==> config.mk <==
export PLATFORM = sky130hd
export DESIGN_NAME = parking_fee_accumulator
export DESIGN_NICKNAME = d
export VERILOG_FILES = /design/src/rtl/parking_fee_accumulator.sv
export SDC_FILE = /design/constraint.sdc
export NUM_CORES = 1
export LEC_CHECK = 0
export BUFFER_PORTS_ARGS = -buffer_cell sky130_fd_sc_hd__buf_2
export CORE_ASPECT_RATIO = 0.9
export CORE_UTILIZATION = 45
export DETAILED_ROUTE_END_ITERATION = 8
export PLACE_DENSITY = 0.69
export SYNTH_ARGS = -nofsm -noshare
export SYNTH_HDL_FRONTEND = slang
export SYNTH_SLANG_ARGS = --single-unit
==> constraint.sdc <==
create_clock -name Clk -period 4.5 [get_ports Clk]
set_input_delay 0.45 -clock Clk [delete_from_list [all_inputs] [get_ports Clk]]
set_output_delay 0.45 -clock Clk [all_outputs]
set_load 0.02 [all_outputs]
==> src/rtl/parking_fee_accumulator.sv <==
// Parking fee accumulator: latches one client class, accumulates 30-min units from button edges
// and runs the select/confirm/cancel flow. Define IDLE_TIMEOUT_EN for an idle auto-cancel in SELECT.
module parking_fee_accumulator #(
  parameter int NUM_CLIENTS = 2,
  parameter int RATE_W = 3,
  parameter logic [NUM_CLIENTS*RATE_W-1:0] RATE_TABLE = {3'd4, 3'd2},
  parameter int FEE_W = 5,
  parameter int MAX_UNITS = 8,
  parameter int TIMEOUT = 1000,
  localparam int UNIT_W = $clog2(MAX_UNITS + 1)
) (
  input  logic                   Clk,
  input  logic                   Reset,
  input  logic [NUM_CLIENTS-1:0] Client,
  input  logic                   Button30Min,
  input  logic                   Button1Hour,
  input  logic                   Button2Hours,
  input  logic                   Confirm,
  input  logic                   Cancel,
  output logic [UNIT_W-1:0]      Units,
  output logic [FEE_W-1:0]       ValueToPay,
  output logic [FEE_W-1:0]       PaidValue,
  output logic [1:0]             State,
  output logic                   P,
  output logic                   Error
);
  localparam int CIDX_W  = (NUM_CLIENTS > 1) ? $clog2(NUM_CLIENTS) : 1;
  localparam int SUM_W   = UNIT_W + 3;
  localparam int PROD_W  = UNIT_W + RATE_W;
  localparam int FEE_MAX = (1 << FEE_W) - 1;

  typedef enum logic [1:0] {
    S_IDLE   = 2'b00,
    S_SELECT = 2'b01,
    S_PAID   = 2'b10
  } state_t;

  state_t              state_q, state_d;
  logic [4:0]          btn_now, btn_prev_q, rise;
  logic [UNIT_W-1:0]   units_q, units_d;
  logic [FEE_W-1:0]    vtp_q, vtp_d, paid_q, paid_d;
  logic                p_q, p_d, err_q, err_d;
  logic [CIDX_W-1:0]   client_q, client_d, client_idx;
  logic                client_valid, dur_any, timeout;
  logic [2:0]          add;
  logic [SUM_W-1:0]    sum;

  function automatic logic [FEE_W-1:0] fee_calc(input logic [UNIT_W-1:0] u,
                                                input logic [CIDX_W-1:0] idx);
    logic [RATE_W-1:0] rate;
    logic [PROD_W-1:0] prod;
    rate = RATE_TABLE[int'(idx)*RATE_W +: RATE_W];
    prod = {{RATE_W{1'b0}}, u} * {{UNIT_W{1'b0}}, rate};
    if (int'(prod) > FEE_MAX) return FEE_W'(FEE_MAX);
    return FEE_W'(prod);
  endfunction

  // Button weights are 1/2/4 units, so the rising-edge bits form the unit increment directly.
  assign btn_now = {Cancel, Confirm, Button2Hours, Button1Hour, Button30Min};
  assign rise    = btn_now & ~btn_prev_q;
  assign add     = rise[2:0];
  assign dur_any = |add;
  assign sum     = SUM_W'(units_q) + SUM_W'(add);

  always_comb begin
    client_valid = ($countones(Client) == 1);
    client_idx   = '0;
    for (int i = 0; i < NUM_CLIENTS; i++) begin
      if (Client[i]) client_idx = CIDX_W'(i);
    end
  end

`ifdef IDLE_TIMEOUT_EN
  localparam int CNT_W = $clog2(TIMEOUT + 1);
  logic [CNT_W-1:0] idle_cnt_q, idle_cnt_d;

  always_comb begin
    timeout    = (state_q == S_SELECT) && (rise == '0) && (idle_cnt_q == CNT_W'(TIMEOUT));
    idle_cnt_d = '0;
    if ((state_q == S_SELECT) && (rise == '0) && !timeout) idle_cnt_d = idle_cnt_q + CNT_W'(1);
  end

  always_ff @(posedge Clk) begin
    if (Reset) idle_cnt_q <= '0;
    else       idle_cnt_q <= idle_cnt_d;
  end
`else
  assign timeout = 1'b0;
`endif

  always_comb begin
    state_d  = state_q;
    units_d  = units_q;
    vtp_d    = fee_calc(units_q, client_q);
    paid_d   = paid_q;
    p_d      = 1'b0;
    err_d    = err_q;
    client_d = client_q;
    if (rise[4] || timeout) begin
      state_d = S_IDLE;
      units_d = '0;
      vtp_d   = '0;
      err_d   = timeout;
    end else begin
      case (state_q)
        S_IDLE: begin
          if (rise[3]) begin
            err_d = 1'b1;
          end else if (dur_any) begin
            if (!client_valid) begin
              err_d = 1'b1;
            end else begin
              client_d = client_idx;
              state_d  = S_SELECT;
              if (sum > SUM_W'(MAX_UNITS)) begin
                units_d = UNIT_W'(MAX_UNITS);
                err_d   = 1'b1;
              end else begin
                units_d = UNIT_W'(sum);
              end
            end
          end
        end
        S_SELECT: begin
          // Fee is taken from Units, not ValueToPay, which may still lag by one cycle.
          if (rise[3]) begin
            state_d = S_PAID;
            p_d     = 1'b1;
            paid_d  = fee_calc(units_q, client_q);
            units_d = '0;
            vtp_d   = '0;
            err_d   = 1'b0;
          end else if (dur_any) begin
            if (sum > SUM_W'(MAX_UNITS)) begin
              units_d = UNIT_W'(MAX_UNITS);
              err_d   = 1'b1;
            end else begin
              units_d = UNIT_W'(sum);
            end
          end
        end
        S_PAID:  state_d = S_IDLE;
        default: state_d = S_IDLE;
      endcase
    end
  end

  always_ff @(posedge Clk) begin
    if (Reset) begin
      // Edge history tracks the inputs through reset so buttons held across it do not fire.
      btn_prev_q <= btn_now;
      state_q    <= S_IDLE;
      units_q    <= '0;
      vtp_q      <= '0;
      paid_q     <= '0;
      p_q        <= 1'b0;
      err_q      <= 1'b0;
      client_q   <= '0;
    end else begin
      btn_prev_q <= btn_now;
      state_q    <= state_d;
      units_q    <= units_d;
      vtp_q      <= vtp_d;
      paid_q     <= paid_d;
      p_q        <= p_d;
      err_q      <= err_d;
      client_q   <= client_d;
    end
  end

  assign Units      = units_q;
  assign ValueToPay = vtp_q;
  assign PaidValue  = paid_q;
  assign State      = state_q;
  assign P          = p_q;
  assign Error      = err_q;
endmodule

==> impl_metrics.json, run 1 <==
{
  "layout-drive-gt1-share": 0.252,
  "netSwitchingPower_uw": 114,
  "p_int_uw": 301,
  "dominantRegCellSynth": "dfxtp_1",
  "drv_cap": 0,
  "wl_per_cell_um": 14.4,
  "grt_pass1_wl_um": 4200,
  "grt_usage": 0.215,
  "cts_buffer_depth": 2,
  "yosys_warnings": 0,
  "worstMarginPinSlew_ns": 0.622,
  "drt_pass1_iterations": 4,
  "diodes": 0,
  "syn-instance-count": 119,
  "fin_setup_tns_ns": 0,
  "fin_crit_ns": 2.33,
  "cts_tree": "done",
  "gp_congestion": 0.842,
  "worstSetupPathType": "reg2reg",
  "overflow": 0,
  "cts_buffers": 3,
  "ctsHtreeMaxLevel": 1,
  "initial_utilization": 0.496,
  "drt-initial-drc-count": 10,
  "synth.cell_area_mm2": 0.00113,
  "fin_util": 0.581,
  "core.rowCount": 16,
  "start_kind": "register",
  "clk-insertion-delay-late_ns": 0.31,
  "route.detailed.drc": 0,
  "grt_max_degree": 14,
  "synth.avg_cell_area_um2": 9.52,
  "synth_edf_count": 0,
  "max_freq_ghz": 0.430,
  "postRouteAntennaNets": 0,
  "clkTransAtPathRegs_ns": 0.13,
  "die_w_um": 54.9,
  "netSwitchingFraction": 0.275,
  "fp.dieH_um": 49.6,
  "nets": 163,
  "power_density_mw_per_mm2": 313,
  "synth_cell_types": 40,
  "rsz0062_at_grt": "no",
  "ioPinCount": 27,
  "slew_headroom": 0.580,
  "clkSinkCount": 24,
  "finClkSkew_ns": 0.00667,
  "critPathArrivalTime_ns": 2.54,
  "whs_ns": 0.239,
  "synth.largest_area_cell": "dfxtp_1",
  "worstHoldPathType": "in2reg",
  "grt_pass1_vias": 933,
  "synthToLayoutAreaGrowth_pct": 17.0,
  "yosysMostFrequentCell": "dfxtp_1",
  "instances_no_fill": 174,
  "clockRootBuffer": "clkbuf_4",
  "io_buffers": 26,
  "hpwl_um": 1950,
  "antenna_found_initial": 0,
  "ys_seq_area_frac": 0.424,
  "core_mm2": 0.00228,
  "critPathCaptureType": "register",
  "async_reset_ff_frac": 0,
  "die_area_mm2": 0.00272,
  "comb_power_share": 0.173,
  "synth_common_cells": "dfxtp_1 (24), nor2_1 (16), a211oi_1 (8), inv_1 (7), nor3_1 (7)",
  "viasPerCell": 5.67,
  "pwr-share-clk": 0.273,
  "preCtsSetupSlack_ns": 1.98,
  "timing.final.ws_setup_ns": 2.17,
  "leakagePower_uw": 0.000605,
  "synth.top_cell.area_share": 0.424,
  "p_seq_frac": 0.554,
  "post-place-cells": 170,
  "num_vias": 986,
  "outcome": "completed",
  "post_cts_buffers": 0,
  "worst_ep_required_time_ns": 4.72,
  "ir_drop_mv": 0.237,
  "yosys-top-cells-area": "dfxtp_1 (42%), ha_1 (5.5%), a211oi_1 (5.3%)",
  "ys_seq_elements": 24,
  "cp_max_fo": 5,
  "setup_viol": 0,
  "cts_resized": 0,
  "hold_violations": 0,
  "routed_wl_um": 2500,
  "maxSlewViolCount": 0,
  "min_period_over_period": 0.517,
  "ctsHoldBuffers": 0
}
-- metrics by stage --
stage / total power (uW) / area, um^2
2_1_floorplan: 284 / 1140
3_3_place_gp: 304 / 1290
3_5_place_dp: 306 / 1290
4_1_cts: 419 / 1330
5_1_grt: 437 / 1330
6_report: 415 / 1330
-- cells by family (layout without fill, tap and decap cells) --
group                      Yosys count  in the layout  share of synthesized area
AOI/OAI and AO/OA                   29             29                      0.192
xor gates and xnor gates             2              2                     0.0155
adders and majority gates            6              6                     0.0729
buffers and inverters               10             37                     0.0332
DFF                                 24             24                      0.424
muxes                                3              3                     0.0298
other                                1              2                    0.00331
and+or+nand+nor                     44             44                      0.229
-- cells in the final DEF (no fill, tap or decap), drive strengths merged, types with 2 or more instances in the layout --
master and count:
dfxtp 24, buf 26, nor3 7, inv 7, o21ai 2, ha 5, nor2 16, nor4b 2
or2 3, nand2b 4, conb 2, clkbuf 4, nor4 2, nor2b 2, a32o 3, a211oi 8
mux2 3, a21oi 6, nor4bb 2
-- state kept, by name (all words and copies together) (netlist names) --
name        count
PaidValue       5
btn_prev_q      5
Units           4
P               1
State           2
ValueToPay      5
client_q        1
Error           1
-- power groups by stage --
stage	Combinational (uW)	Sequential (uW)	Clock, uW
after floorplan	42.3	242	0
after CTS	71.8	230	117
after detailed placement	71.6	235	0
after global routing	80.5	231	125
final	71.8	230	113
after global placement	69.6	234	0
-- cell type report --
cell class	count	area [um^2]
multi-input combinational	86	618
sequential	24	480
timing repair buffer	26	130
tap	27	33.8
inverter	7	26.3
clock buffer	4	36.3
fill	238	957
-- metal layers --
metal / GRT usage / wire (um)
met5: 0 / 0
met4: 0.0641 / 51
met3: 0.0679 / 101
met2: 0.317 / 1080
met1: 0.292 / 1270
-- path summary, 6_finish.rpt --
path / start / to / slack (ns) / cells after the start
hold reg to reg: PaidValue[2] / PaidValue[2] / 0.51 / 2
setup reg to reg: btn_prev_q[0] / Units[1] / 2.17 / 8
hold / removal: Button30Min / btn_prev_q[0] / 0.24 / 1
setup / recovery: btn_prev_q[0] / Units[1] / 2.17 / 8
-- worst max-delay path, stage by stage, from the launching register on --
cell	delay (ns)
dfxtp_1	0.33
nand2b_1	0.13
inv_1	0.07
ha_1	0.22
fa_1	0.47
nor4bb_1	0.18
o311ai_0	0.39
o31ai_1	0.18
a32o_1	0.25
(Power assumes the default switching activity.)
==> run 2, diff against run 1 <==
==> constraint.sdc (replaced) <==
create_clock -name Clk -period 2.35 [get_ports Clk]
set_input_delay 0.235 -clock Clk [delete_from_list [all_inputs] [get_ports Clk]]
set_output_delay 0.235 -clock Clk [all_outputs]
set_load 0.02 [all_outputs]
==> impl_metrics.json, run 2 (synthesized netlist as in run 1, its figures left out) <==
{
  "fill_cells": 217,
  "maxSlewViolCount": 0,
  "worstMarginPinSlew_ns": 0.700,
  "ctsHoldBuffers": 0,
  "drt-initial-drc-count": 24,
  "ioPinCount": 27,
  "gp_congestion": 0.849,
  "grtUsageMet2": 0.329,
  "cts_resized": 0,
  "post_cts_buffers": 0,
  "grt_busiest_layer": "met2",
  "postRouteAntennaNets": 0,
  "worstSetupPathType": "reg2reg",
  "power_uw": 758,
  "die_area_mm2": 0.00272,
  "hold_violations": 0,
  "max_freq_ghz": 0.443,
  "ff2ff_path_depth": 8,
  "ctsHtreeMaxLevel": 1,
  "route.detailed.drc": 0,
  "crit_chain": "nand2b_1, inv_1, ha_2, fa_2, nor4bb_2, nor3_1, o32a_1, o31a_1",
  "worstHoldStart": "Cancel",
  "hold_path_end": "btn_prev_q[4]",
  "core.rowCount": 16,
  "start_kind": "register",
  "grtUsageMet1": 0.300,
  "dpl_cell_area_mm2": 0.00130,
  "cts_buffers": 3,
  "outcome": "completed",
  "finClkSkew_ns": 0.00570,
  "cts_tree": "done",
  "layout-drive-gt1-share": 0.284,
  "reg2reg_to": "Error",
  "fin_crit_ns": 2.26,
  "grt_pass1_vias": 927,
  "clk-insertion-delay-late_ns": 0.31,
  "power_density_mw_per_mm2": 564,
  "clockRootBuffer": "clkbuf_4",
  "cts_buffer_depth": 2,
  "timing.final.ws_setup_ns": 0.0922,
  "initial_utilization": 0.496,
  "setup_viol": 0,
  "grt_max_degree": 13,
  "drv_cap": 0,
  "hpwl_um": 1930,
  "final_cell_mix": "buf_2 (26), dfxtp_1 (24), nor2_1 (16), a211oi_1 (8), inv_1 (7)",
  "clkTransAtPathRegs_ns": 0.12,
  "die_w_um": 54.9,
  "critPathCaptureType": "register",
  "grt_pass1_wl_um": 4250,
  "clkSinkCount": 24,
  "viasPerCell": 5.63,
  "ir_drop_mv": 0.374,
  "r2r_start": "btn_prev_q[0]",
  "worst_ep_required_time_ns": 2.56,
  "cp_max_fo": 3,
  "grt_usage": 0.215,
  "min_path_cells": 1,
  "min_period_over_period": 0.961,
  "leakagePower_uw": 0.000607,
  "drt_pass1_iterations": 4,
  "fin_util": 0.588,
  "antenna_found_initial": 0,
  "final_common_cell": "buf_2",
  "preCtsSetupSlack_ns": 0.0905,
  "r2r_setup_slack_ns": 0.09,
  "core_mm2": 0.00228,
  "design_area_mm2": 0.00134,
  "routed_wl_um": 2510,
  "diodes": 0,
  "slew_headroom": 0.527,
  "whs_ns": 0.0322,
  "cp_slowest_stage_delay_ns": 0.49,
  "io_buffers": 26,
  "critPathArrivalTime_ns": 2.47,
  "fp.dieH_um": 49.6,
  "overflow": 0,
  "synthToLayoutAreaGrowth_pct": 18.6,
  "nets": 165,
  "critPathSlowestCell": "fa_2",
  "worstHoldPathType": "in2reg",
  "met3_usage": 0.0648,
  "num_vias": 985,
  "wl_per_cell_um": 14.4
}
==> run 2: cell types whose count changed in the layout (fill, tap and decap cells not counted) <==
cell and change:
buf_4 +2, clkbuf_8 -1, fa_1 -1, fa_2 +1, ha_1 -1, ha_2 +1
nor3_1 -1, nor3_2 +1, nor4bb_1 -1, nor4bb_2 +1, o311ai_0 -1, o311ai_1 +1
==> run 2: routing by layer <==
layer  wire length, um  vias up
met5                 0        -
met4                 0        0
met3               109        0
met2              1160       27
met1              1240      456
li1                  -      502
==> run 2: per-stage QoR <==
| step | cells | TNS, ns |
|---|---|---|
| after detailed placement | 172 | 0 |
| after global routing | 175 | -0.00786 |
| after global placement | 172 | 0 |
| after floorplan | 120 | 0 |
| after CTS | 175 | 0 |
| final | 175 | 0 |
==> run 2: worst max-delay path, delay by kind of cell, from the launching register on <==
family,cells,cell delay (ns)
simple gates,3,0.61
buf+inv,1,0.09
flops,1,0.31
fa+ha+maj,2,0.70
compound gates,2,0.45
==> run 2: where the power goes <==
group	switching, uW	internal [uW]	total, uW
Sequential	13.4	426	440
Clock	113	59.9	173
Combinational	86.2	58.7	145
Total	213	545	758
==> run 2: worst max path at each step <==
| stage | startpoint | end | slack (ns) |
|---|---|---|---|
| detailed placement | Button30Min | Error | 0.09 |
| global route | btn_prev_q[0] | Error | -0.008 |
| finish | btn_prev_q[0] | Error | 0.09 |
| global placement | Button30Min | Error | 0.17 |
| CTS | btn_prev_q[0] | Error | 0.11 |
| floorplan | Units[0] | Error | 0.24 |
==> run 2: area by class of cell <==
class | instances | area (um^2) | share of cell area
clock buffers | 3 | 22.5 | 0.0168
inverters | 7 | 26.3 | 0.0196
multi-input cells | 86 | 634 | 0.473
flip-flops and latches | 24 | 480 | 0.358
well taps | 27 | 33.8 | 0.0252
repair buffers | 28 | 145 | 0.108
==> run 3, diff against run 2 <==
--- a/config.mk
+++ b/config.mk
@@ -8,6 +8,7 @@
 export BUFFER_PORTS_ARGS = -buffer_cell sky130_fd_sc_hd__buf_2
 export CORE_ASPECT_RATIO = 0.9
 export CORE_UTILIZATION = 45
+export CTS_BUF_LIST = sky130_fd_sc_hd__clkbuf_16
 export DETAILED_ROUTE_END_ITERATION = 8
 export PLACE_DENSITY = 0.69
 export SYNTH_ARGS = -nofsm -noshare
==> impl_metrics.json, run 3 (synthesized netlist as in run 1, its figures left out) <==
{
  "grt_pass1_wl_um": 4330,
  "clkTransAtPathRegs_ns": 0.06,
  "fin_crit_ns": 2.28,
  "finClkSkew_ns": 0.00390,
  "route.detailed.drc": 0,
  "ff2ff_path_depth": 8,
  "antenna_found_initial": 0,
  "whs_ns": 0.0986,
  "maxSlewViolCount": 0,
  "drt_pass1_iterations": 4,
  "final_common_cell": "buf_2",
  "final_cell_mix": "buf_2 (26), dfxtp_1 (24), nor2_1 (16), a211oi_1 (8)",
  "initial_utilization": 0.496,
  "power_density_mw_per_mm2": 678,
  "ir_drop_mv": 0.476,
  "grt_max_degree": 13,
  "overflow": 0,
  "min_period_over_period": 0.971,
  "ctsHoldBuffers": 0,
  "critPathCaptureType": "register",
  "drt-initial-drc-count": 22,
  "cts_tree": "done",
  "routed_wl_um": 2550,
  "timing.final.ws_setup_ns": 0.0673,
  "start_kind": "register",
  "cts_buffers": 3,
  "max_freq_ghz": 0.438,
  "worstHoldPathType": "in2reg",
  "hold_path_end": "btn_prev_q[0]",
  "layout-drive-gt1-share": 0.257,
  "viasPerCell": 5.71,
  "reg2reg_to": "Error",
  "grt_usage": 0.224,
  "clockRootBuffer": "clkbuf_16",
  "r2r_setup_slack_ns": 0.07,
  "cp_slowest_stage_delay_ns": 0.48,
  "die_area_mm2": 0.00272,
  "wl_per_cell_um": 14.6,
  "crit_chain": "nand2b_1, inv_1, ha_1, fa_1, nor4bb_1, nor3_1, o32a_1, o31a_1",
  "grt_pass1_vias": 935,
  "gp_congestion": 0.849,
  "clkSinkCount": 24,
  "critPathSlowestCell": "fa_1",
  "postRouteAntennaNets": 0,
  "fp.dieH_um": 49.6,
  "drv_cap": 0,
  "io_buffers": 26,
  "synthToLayoutAreaGrowth_pct": 21.8,
  "setup_viol": 0,
  "worstSetupPathType": "reg2reg",
  "hold_violations": 0,
  "slew_headroom": 0.517,
  "worstMarginPinSlew_ns": 0.715,
  "critPathArrivalTime_ns": 2.43,
  "ioPinCount": 27,
  "hpwl_um": 1930,
  "diodes": 0,
  "core_mm2": 0.00228,
  "nets": 165,
  "fin_setup_tns_ns": 0,
  "clk-insertion-delay-late_ns": 0.25,
  "rsz0062_at_grt": "yes",
  "min_path_cells": 1,
  "core.rowCount": 16,
  "r2r_start": "btn_prev_q[0]",
  "ctsHtreeMaxLevel": 1,
  "outcome": "completed",
  "leakagePower_uw": 0.000632,
  "preCtsSetupSlack_ns": 0.0905,
  "worst_ep_required_time_ns": 2.50,
  "die_w_um": 54.9,
  "fin_util": 0.604,
  "cts_buffer_depth": 2,
  "worstHoldStart": "Button30Min",
  "num_vias": 1000,
  "cp_max_fo": 3
}
-- run 3: stage by stage --
step / area (um^2) / total power (uW) / std cells
2_1_floorplan: 1140 / 544 / 120
4_1_cts: 1380 / 945 / 175
3_3_place_gp: 1300 / 583 / 172
6_report: 1380 / 935 / 175
3_5_place_dp: 1300 / 588 / 172
5_1_grt: 1380 / 982 / 175
-- run 3: critical path: cells and delay by family, from the launching register on --
kind	cells	cell delay (ns)
buffers and inverters	1	0.08
adders and majority gates	2	0.69
AOI/OAI and AO/OA	2	0.45
and+or+nand+nor	3	0.66
DFF	1	0.29
-- run 3: where the power goes --
part           internal [uW]  switching, uW  total, uW
sequential               426           13.5        440
combinational           56.2           84.3        140
clock                    225            130        355
-- run 3: final cells by class --
cell class                      instances  area [um^2]
Inverter                                7         26.3
Timing Repair Buffer                   28          145
Fill cell                             204          903
Clock buffer                            3         75.1
Sequential cell                        24          480
Multi-Input combinational cell         86          618
Tap cell                               27         33.8
-- run 3: repair_timing --
item	4_1_cts	5_1_grt
resized for setup	0	0
hold endpoints to repair	0	0
buffers inserted	0	0
endpoints found under the setup margin	0	4
-- run 3: how the worst max path moves through the flow --
stage	startpoint	to	cells past startpoint
finish	btn_prev_q[0]	Error	8
CTS	btn_prev_q[0]	Error	8
detailed placement	Button30Min	Error	9
global placement	Button30Min	Error	9
global route	btn_prev_q[0]	Units[1]	8
floorplan	Units[0]	Error	6
-- run 3: layer usage --
metal  routed length (um)  track usage  vias to the layer above
met4                   19       0.0641                        0
met5                    0            0                        -
li1                     -            -                      503
met1                 1230        0.297                      460
met3                  147       0.0741                        2
met2                 1150        0.337                       35
